[config.mk]
export PLATFORM = sky130hd
export DESIGN_NAME = pipeline_hazard_controller
export DESIGN_NICKNAME = d
export VERILOG_FILES = /design/src/rtl/pipeline_hazard_controller.sv
export SDC_FILE = /design/constraint.sdc
export NUM_CORES = 1
export LEC_CHECK = 0
export ABC_AREA = 1
export CAP_MARGIN = 10
export CORE_UTILIZATION = 35
export DETAILED_ROUTE_END_ITERATION = 8
export GPL_ROUTABILITY_DRIVEN = 1
export SLEW_MARGIN = 15
export SYNTH_ARGS = -nofsm -noshare
export SYNTH_HDL_FRONTEND = slang
export SYNTH_SLANG_ARGS = --single-unit
[constraint.sdc]
create_clock -name i_clk -period 3.4 [get_ports i_clk]
set_clock_uncertainty 0.2 [all_clocks]
set_input_delay 0.34 -clock i_clk [delete_from_list [all_inputs] [get_ports i_clk]]
set_output_delay 0.34 -clock i_clk [all_outputs]
set_load 0.05 [all_outputs]
[src/rtl/pipeline_hazard_controller.sv]
// pipeline_hazard_controller
//   Sequences the IF/ID and ID/EX pipeline registers of the 5-stage core.
//   Detects load-use hazards and taken branches resolved in EX, and freezes
//   the front end while a multi-cycle EX operation completes. Keeps two
//   saturating performance counters (stall cycles, taken-branch flushes).
//
// Ports
//   i_clk, i_rst            core clock, synchronous active-high reset
//   i_id_rs1/rs2, i_id_uses_rs1/rs2   source operands of the ID instruction
//   i_ex_mem_read, i_ex_rd  EX instruction is a load, and its destination
//   i_ex_branch_taken       branch/jump in EX resolved taken
//   i_ex_mc_start           EX holds a multi-cycle op (level)
//   i_counters_clear        synchronous clear of both counters
//   o_pc_write_en, o_if_id_write_en, o_if_id_flush, o_clear_pipeline,
//   o_ex_stall, o_mc_done   pipeline control (combinational)
//   o_stall_count, o_flush_count      registered saturating counters
//
// States
//   RUN     | normal issue; branch > multi-cycle > load-use
//   MC_WAIT | multi-cycle op in EX, r_mc_cnt counts remaining stall cycles
module pipeline_hazard_controller #(
    parameter int MC_LATENCY    = 4,
    parameter int CNT_BITS      = 16,
    parameter int REG_ADDR_BITS = 5
) (
    input  logic                     i_clk,
    input  logic                     i_rst,
    input  logic [REG_ADDR_BITS-1:0] i_id_rs1,
    input  logic [REG_ADDR_BITS-1:0] i_id_rs2,
    input  logic                     i_id_uses_rs1,
    input  logic                     i_id_uses_rs2,
    input  logic                     i_ex_mem_read,
    input  logic [REG_ADDR_BITS-1:0] i_ex_rd,
    input  logic                     i_ex_branch_taken,
    input  logic                     i_ex_mc_start,
    input  logic                     i_counters_clear,
    output logic                     o_pc_write_en,
    output logic                     o_if_id_write_en,
    output logic                     o_if_id_flush,
    output logic                     o_clear_pipeline,
    output logic                     o_ex_stall,
    output logic                     o_mc_done,
    output logic [CNT_BITS-1:0]      o_stall_count,
    output logic [CNT_BITS-1:0]      o_flush_count
);

    localparam int MCW = $clog2(MC_LATENCY);
    // The first stall cycle happens in RUN and the done cycle does not stall,
    // so MC_WAIT is entered with MC_LATENCY-2 stall cycles still to go.
    localparam logic [MCW-1:0] MC_LOAD = MCW'(MC_LATENCY - 2);
    localparam logic [CNT_BITS-1:0] CNT_MAX = '1;

    typedef enum logic [0:0] {
        RUN     = 1'b0,
        MC_WAIT = 1'b1
    } state_t;

    state_t         r_state;
    state_t         w_state_nxt;
    logic [MCW-1:0] r_mc_cnt;
    logic [MCW-1:0] w_mc_cnt_nxt;
    logic           w_lu;
    logic           w_flush_evt;

    assign w_lu = i_ex_mem_read && (i_ex_rd != '0) &&
                  ((i_id_uses_rs1 && (i_id_rs1 == i_ex_rd)) ||
                   (i_id_uses_rs2 && (i_id_rs2 == i_ex_rd)));

    always_ff @(posedge i_clk) begin
        if (i_rst) begin
            r_state  <= RUN;
            r_mc_cnt <= '0;
        end else begin
            r_state  <= w_state_nxt;
            r_mc_cnt <= w_mc_cnt_nxt;
        end
    end

    always_comb begin
        w_state_nxt      = r_state;
        w_mc_cnt_nxt     = r_mc_cnt;
        o_pc_write_en    = 1'b1;
        o_if_id_write_en = 1'b1;
        o_if_id_flush    = 1'b0;
        o_clear_pipeline = 1'b0;
        o_ex_stall       = 1'b0;
        o_mc_done        = 1'b0;
        w_flush_evt      = 1'b0;

        if (i_rst) begin
            o_pc_write_en    = 1'b0;
            o_if_id_write_en = 1'b0;
            o_if_id_flush    = 1'b1;
            o_clear_pipeline = 1'b1;
            w_state_nxt      = RUN;
            w_mc_cnt_nxt     = '0;
        end else begin
            case (r_state)
                RUN: begin
                    if (i_ex_branch_taken) begin
                        o_if_id_flush    = 1'b1;
                        o_clear_pipeline = 1'b1;
                        w_flush_evt      = 1'b1;
                    end else if (i_ex_mc_start) begin
                        o_pc_write_en    = 1'b0;
                        o_if_id_write_en = 1'b0;
                        o_ex_stall       = 1'b1;
                        w_state_nxt      = MC_WAIT;
                        w_mc_cnt_nxt     = MC_LOAD;
                    end else if (w_lu) begin
                        o_pc_write_en    = 1'b0;
                        o_if_id_write_en = 1'b0;
                        o_clear_pipeline = 1'b1;
                    end
                end
                MC_WAIT: begin
                    // Branch and mc_start are ignored here, including the done cycle.
                    if (r_mc_cnt != '0) begin
                        o_pc_write_en    = 1'b0;
                        o_if_id_write_en = 1'b0;
                        o_ex_stall       = 1'b1;
                        w_mc_cnt_nxt     = r_mc_cnt - 1'b1;
                    end else begin
                        o_mc_done   = 1'b1;
                        w_state_nxt = RUN;
                        if (w_lu) begin
                            o_pc_write_en    = 1'b0;
                            o_if_id_write_en = 1'b0;
                            o_clear_pipeline = 1'b1;
                        end
                    end
                end
                default: begin
                    w_state_nxt  = RUN;
                    w_mc_cnt_nxt = '0;
                end
            endcase
        end
    end

    always_ff @(posedge i_clk) begin
        if (i_rst || i_counters_clear) begin
            o_stall_count <= '0;
            o_flush_count <= '0;
        end else begin
            if (!o_pc_write_en && (o_stall_count != CNT_MAX))
                o_stall_count <= o_stall_count + 1'b1;
            if (w_flush_evt && (o_flush_count != CNT_MAX))
                o_flush_count <= o_flush_count + 1'b1;
        end
    end

endmodule

## Word level (Yosys, flattened, before mapping)

Cells that the tools add are included.

- Logic and storage cells: 55
- Output and inout bits: 38
- Register bits after elaboration: 35
- Bits of input ports: 23

- Add/subtract/negate cells: 3
- Bitwise logic cells: 1
- Mux-type cells: 28
- Eq/ne operators: 7
- Reduce and logical (&&, ||, !) cells: 12

Operator list:

| kind | number |
|---|---|
| adder 16 x 1 -> 16 bit, second input constant | 2 |
| inequality test 16 bit, second input constant | 2 |
| 2-to-1 mux 1 bit | 21 |
| equality test 5 bit | 2 |
| logical AND 1 bit | 6 |
| 2-to-1 mux 2 bit | 3 |
| case mux 1 bit (2 select lines) | 3 |
| nonzero test 5 bit | 1 |
| inequality test 2 bit, second input constant | 2 |
| case mux 2 bit (2 select lines) | 1 |
| AND reduction 3 bit | 1 |
| logical OR 1 bit | 2 |
| inequality test 2 x 1 -> 1 bit, second input constant | 1 |
| nonzero test 2 bit | 1 |
| subtractor 2 x 1 -> 2 bit, second input constant | 1 |
| logical NOT 1 bit | 1 |
| inverter 1 bit | 1 |

## Depth between registers and ports, before layout

Gate-level depths: netlist (run 1).

- Depth after elaboration: 11
- Mapped depth: 12
- Gate-level depth less buffers: 12

## Least setup slack after synthesis (run 1)

Ideal clock, no wire load.

- Path type: input port to output port
- Start: in i_ex_rd[3]
- End: out o_clear_pipeline
- Data required time: 2.860 ns
- Cell stages on the path: 8
- Slack: 1.036 ns
- Buffers on the path: 0
- Arrival time: 1.824 ns
- Cell sequence: inv_2 > nand2_1 > nand2_1 > nor2_1 > nand3_1 > nand2_1 > nand2_1 > o21ai_0

- Word-level cells in the longest chain between the ends: 9
- Elaborated cells on any way between the ends: 14
- Classes of those cells: eq/ne (2); mux (6); reduce/logical (6)

RTL lines:

| what | RTL line | RTL |
|---|---|---|
| start, declared | 33 | `input logic [REG_ADDR_BITS-1:0] i_ex_rd,` |
| equality test 5 bit (on tied branches) | 66, 67 |  |
| logical AND 1 bit (on tied branches) | 66, 67 |  |
| logical OR 1 bit | 66 | `((i_id_uses_rs1 && (i_id_rs1 == i_ex_rd)) \|\|` |
| logical AND 1 bit * | 65 | `assign w_lu = i_ex_mem_read && (i_ex_rd != '0) &&` |
| 2-to-1 mux 1 bit * | 110, 126 |  |
| 2-to-1 mux 1 bit | 104 | `end else if (i_ex_mc_start) begin` |
| 2-to-1 mux 1 bit | 100 | `if (i_ex_branch_taken) begin` |
| case mux 1 bit (2 select lines) * | 98 | `case (r_state)` |
| 2-to-1 mux 1 bit * | 90 | `if (i_rst) begin` |
| end, declared | 40 | `output logic o_clear_pipeline,` |

Mark *: on every way between the ends. The rest lies on a longest branch, timed or not.

## Final worst setup path (run 1)

- Start: in i_ex_rd[4]
- End: out o_clear_pipeline

Same word-level chain as after synthesis.

==> impl_metrics.py, run 1 <==
metrics = {
    "run_status": {
        "status": "complete, no violations",
    },
    "setup_path": {
        "crit_path_end_kind": "primary output",
        "path_max_fanout": 4,
        "startpoint_type": "primary input",
        "arrival_ns": 2.39,
        "rrSetupSlack_ns": 1.23,
        "cp_common_cell": "nand2_1",
        "worstReg2RegStart": "o_stall_count[0]$_SDFFE_PP0P_",
        "critPathMaxStageDelay_ns": 0.84,
        "path_class": "primary input to primary output",
        "r2r_cells": 9,
        "crit_required_ns": 2.86,
        "r2r_end": "o_stall_count[1]$_SDFFE_PP0P_",
        "path_cells": "clkdlybuf4s50_1 > inv_2 > nand2_1 > nand2_1 > nor2_1 > nand3_1 > nand2_1 > nand2_1 > o21ai_0 > clkdlybuf4s50_1",
        "slowest_stage": "clkdlybuf4s50_1",
    },
    "hold_path": {
        "hold_end": "o_flush_count[7]$_SDFFE_PP0P_",
        "worst_hold_path_type": "register to register",
        "hold-path-cell-count": 1,
        "hold_start": "o_flush_count[7]$_SDFFE_PP0P_",
    },
    "job": {
        "maxCapViolations": 0,
    },
    "timing": {
        "final-max-slew-violation-count": 0,
        "rsz0062_at_grt": "false",
        "tns_ns": 0,
        "maxSlewHeadroom": 0.434,
        "max_freq_mhz": 342,
        "fin_crit_sh": 0.861,
        "worst_slew_pin_slew_ns": 0.848,
        "report.final.setup_viol": 0,
        "final-hold-violation-count": 0,
        "period_needed_ns": 2.93,
    },
    "route": {
        "routed_wl_mm": 5.42,
        "drc": 0,
        "drt_iter0_markers": 117,
        "via_count": 2357,
        "wl_per_cell_um": 11.2,
        "first_pass_iters": 4,
        "ant_nets": 0,
        "vias_per_cell": 4.88,
    },
    "logic_synthesis": {
        "syn_area_sq_mm": 0.00224,
        "synthesis.nets": 373,
        "synth_edf_count": 0,
        "synth.avg_cell_area_sq_um": 6.45,
        "synth_ff_type": "dfxtp_1",
        "postSynthCellCount": 347,
        "seq_area_frac_synth": 0.313,
        "yosys_warnings": 0,
        "synth.distinct_cells": 27,
        "synth_seq_cells": 35,
        "async_reset_ff_frac": 0,
    },
    "global_route": {
        "grt_first_pass_wirelength_mm": 9.14,
        "overflow": 0,
        "first_global_vias": 2050,
        "grt_start_max_net_pins": 22,
        "grtUsageTotal": 0.174,
        "antenna_found_initial": 0,
    },
    "clock_network": {
        "cts_setup_buffers": 0,
        "holdBufCountCts": 0,
        "clockBufferDepth": 2,
        "cts-root-buf": "clkbuf_8",
        "cts.sinks": 35,
        "htree_levels": 2,
        "numCtsBuffers": 5,
        "clk_pin_slew_ns": 0.07,
        "post_cts_resized": 0,
        "clk_latency_ns": 0.28,
        "cts_tree": "built",
    },
    "placed_design": {
        "portBuffers": 60,
        "dpl_cell_area_sq_mm": 0.00291,
        "finalWeightedCongestion": 0.856,
        "dp.final_hpwl_mm": 4.13,
    },
    "finish": {
        "layout_common_cells": "94 x nand2_1, 59 x clkdlybuf4s50_1, 40 x inv_1, 40 x nor2_1, 35 x dfxtp_1",
        "drive_gt1_frac": 0.0858,
        "final_nets": 435,
        "diodes": 0,
        "layout_commonest_cell": "nand2_1",
        "syn2layout_area_growth_pct": 33.3,
        "design_area_sq_mm": 0.00298,
    },
    "die": {
        "placementRows": 28,
        "boundaryPins": 61,
        "core_area_sq_mm": 0.00606,
        "dieWidth_um": 82.0,
        "start_util": 0.369,
        "die_area_sq_mm": 0.00672,
        "die_h_um": 82.0,
    },
    "power": {
        "power_mw": 0.844,
        "leakagePower_nw": 1.15,
        "power_density_mw_per_mm2": 283,
        "irDropWorstVdd_mv": 0.151,
    },
}
logic make-up after synthesis:
| logic type | synth area share |
|---|---|
| DFF | 0.313 |
| adders and majority gates | 0.0168 |
| xor gates and xnor gates | 0.0665 |
| and+or+nand+nor | 0.382 |
| AOI/OAI and AO/OA | 0.120 |
| buffers and inverters | 0.102 |
power breakdown:
group          switching, mW  total [mW]  internal [mW]
Clock                  0.140       0.276          0.137
Combinational         0.0911       0.148         0.0566
Sequential           0.00468       0.420          0.415
Total                  0.236       0.844          0.608
cell usage after synthesis (2+ instances only):
| master | instances | area [sq um] |
|---|---|---|
| nand2_1 | 94 | 353 |
| clkbuf_1 | 4 | 15.0 |
| o21ai_0 | 10 | 50.1 |
| nand2_2 | 3 | 18.8 |
| nand4_1 | 23 | 144 |
| a21oi_2 | 10 | 87.6 |
| inv_2 | 8 | 30.0 |
| buf_2 | 3 | 15.0 |
| ha_1 | 3 | 37.5 |
| a21oi_1 | 19 | 95.1 |
| nor2_1 | 40 | 150 |
| xor2_1 | 12 | 105 |
| a31oi_1 | 2 | 12.5 |
| o21ai_1 | 3 | 15.0 |
| nand3_1 | 17 | 85.1 |
| dfxtp_1 | 35 | 701 |
| nor3_1 | 8 | 40.0 |
| xnor2_1 | 5 | 43.8 |
| inv_1 | 40 | 150 |
worst max-delay path, delay by kind of cell:
kind | cells | cell delay (ns)
buffers and inverters | 3 | 1.43
AO/OA/AOI/OAI | 1 | 0.20
AND/OR/NAND/NOR | 6 | 0.42
stage by stage:
step | utilization | hold WS [ns] | instances | worst slack, ns
global placement | 0.480 | 0.280 | 477 | 0.505
detailed placement | 0.480 | 0.286 | 477 | 0.489
finish | 0.492 | 0.296 | 483 | 0.472
floorplan | - | 0.282 | 347 | 1.04
global route | 0.492 | 0.328 | 483 | 0.376
CTS | 0.492 | 0.300 | 483 | 0.466
worst max-delay path by stage:
stage	from	endpoint	slack (ns)	cells past startpoint
final	i_ex_rd[4]	o_clear_pipeline	0.47	10
after global routing	i_ex_rd[0]	o_clear_pipeline	0.38	10
after detailed placement	i_ex_rd[4]	o_clear_pipeline	0.49	10
after global placement	i_ex_rd[0]	o_clear_pipeline	0.50	10
after floorplan	i_ex_rd[3]	o_clear_pipeline	1.04	8
after CTS	i_ex_rd[4]	o_clear_pipeline	0.47	10
registers in the layout, summed over array words and instances, names as in the netlist:
signal,flops
o_flush_count,16
o_stall_count,16
r_mc_cnt,2
r_state,1
layer usage:
layer	part of all wire	up-vias	track usage	wire length [um]
met1	0.48	1035	0.232	2620
met3	0.054	11	0.0344	294
li1	-	1244	-	-
met2	0.44	67	0.276	2410
met5	0	-	0	0
met4	0.018	0	0.0596	97
final cells by class:
type	instances	area, sq um
Fill cell	639	3080
Multi-Input combinational cell	255	1310
Sequential cell	35	701
Timing Repair Buffer	64	628
Inverter	48	180
Tap cell	75	93.8
Clock buffer	6	72.6
Note: power is estimated with default switching activity, not from simulation.
==> run 2: changes to the inputs <==
- CAP_MARGIN: 10 -> unset
- CTS_CLUSTER_DIAMETER: unset -> 120
==> results of run 2 <==
No change in the layout: final DEF, timing and power equal those of run 1.
==> run 3: changes to the inputs <==
- GPL_ROUTABILITY_DRIVEN: 1 -> 0
==> results of run 3 <==
No change in the layout: final DEF, timing and power equal those of run 1.
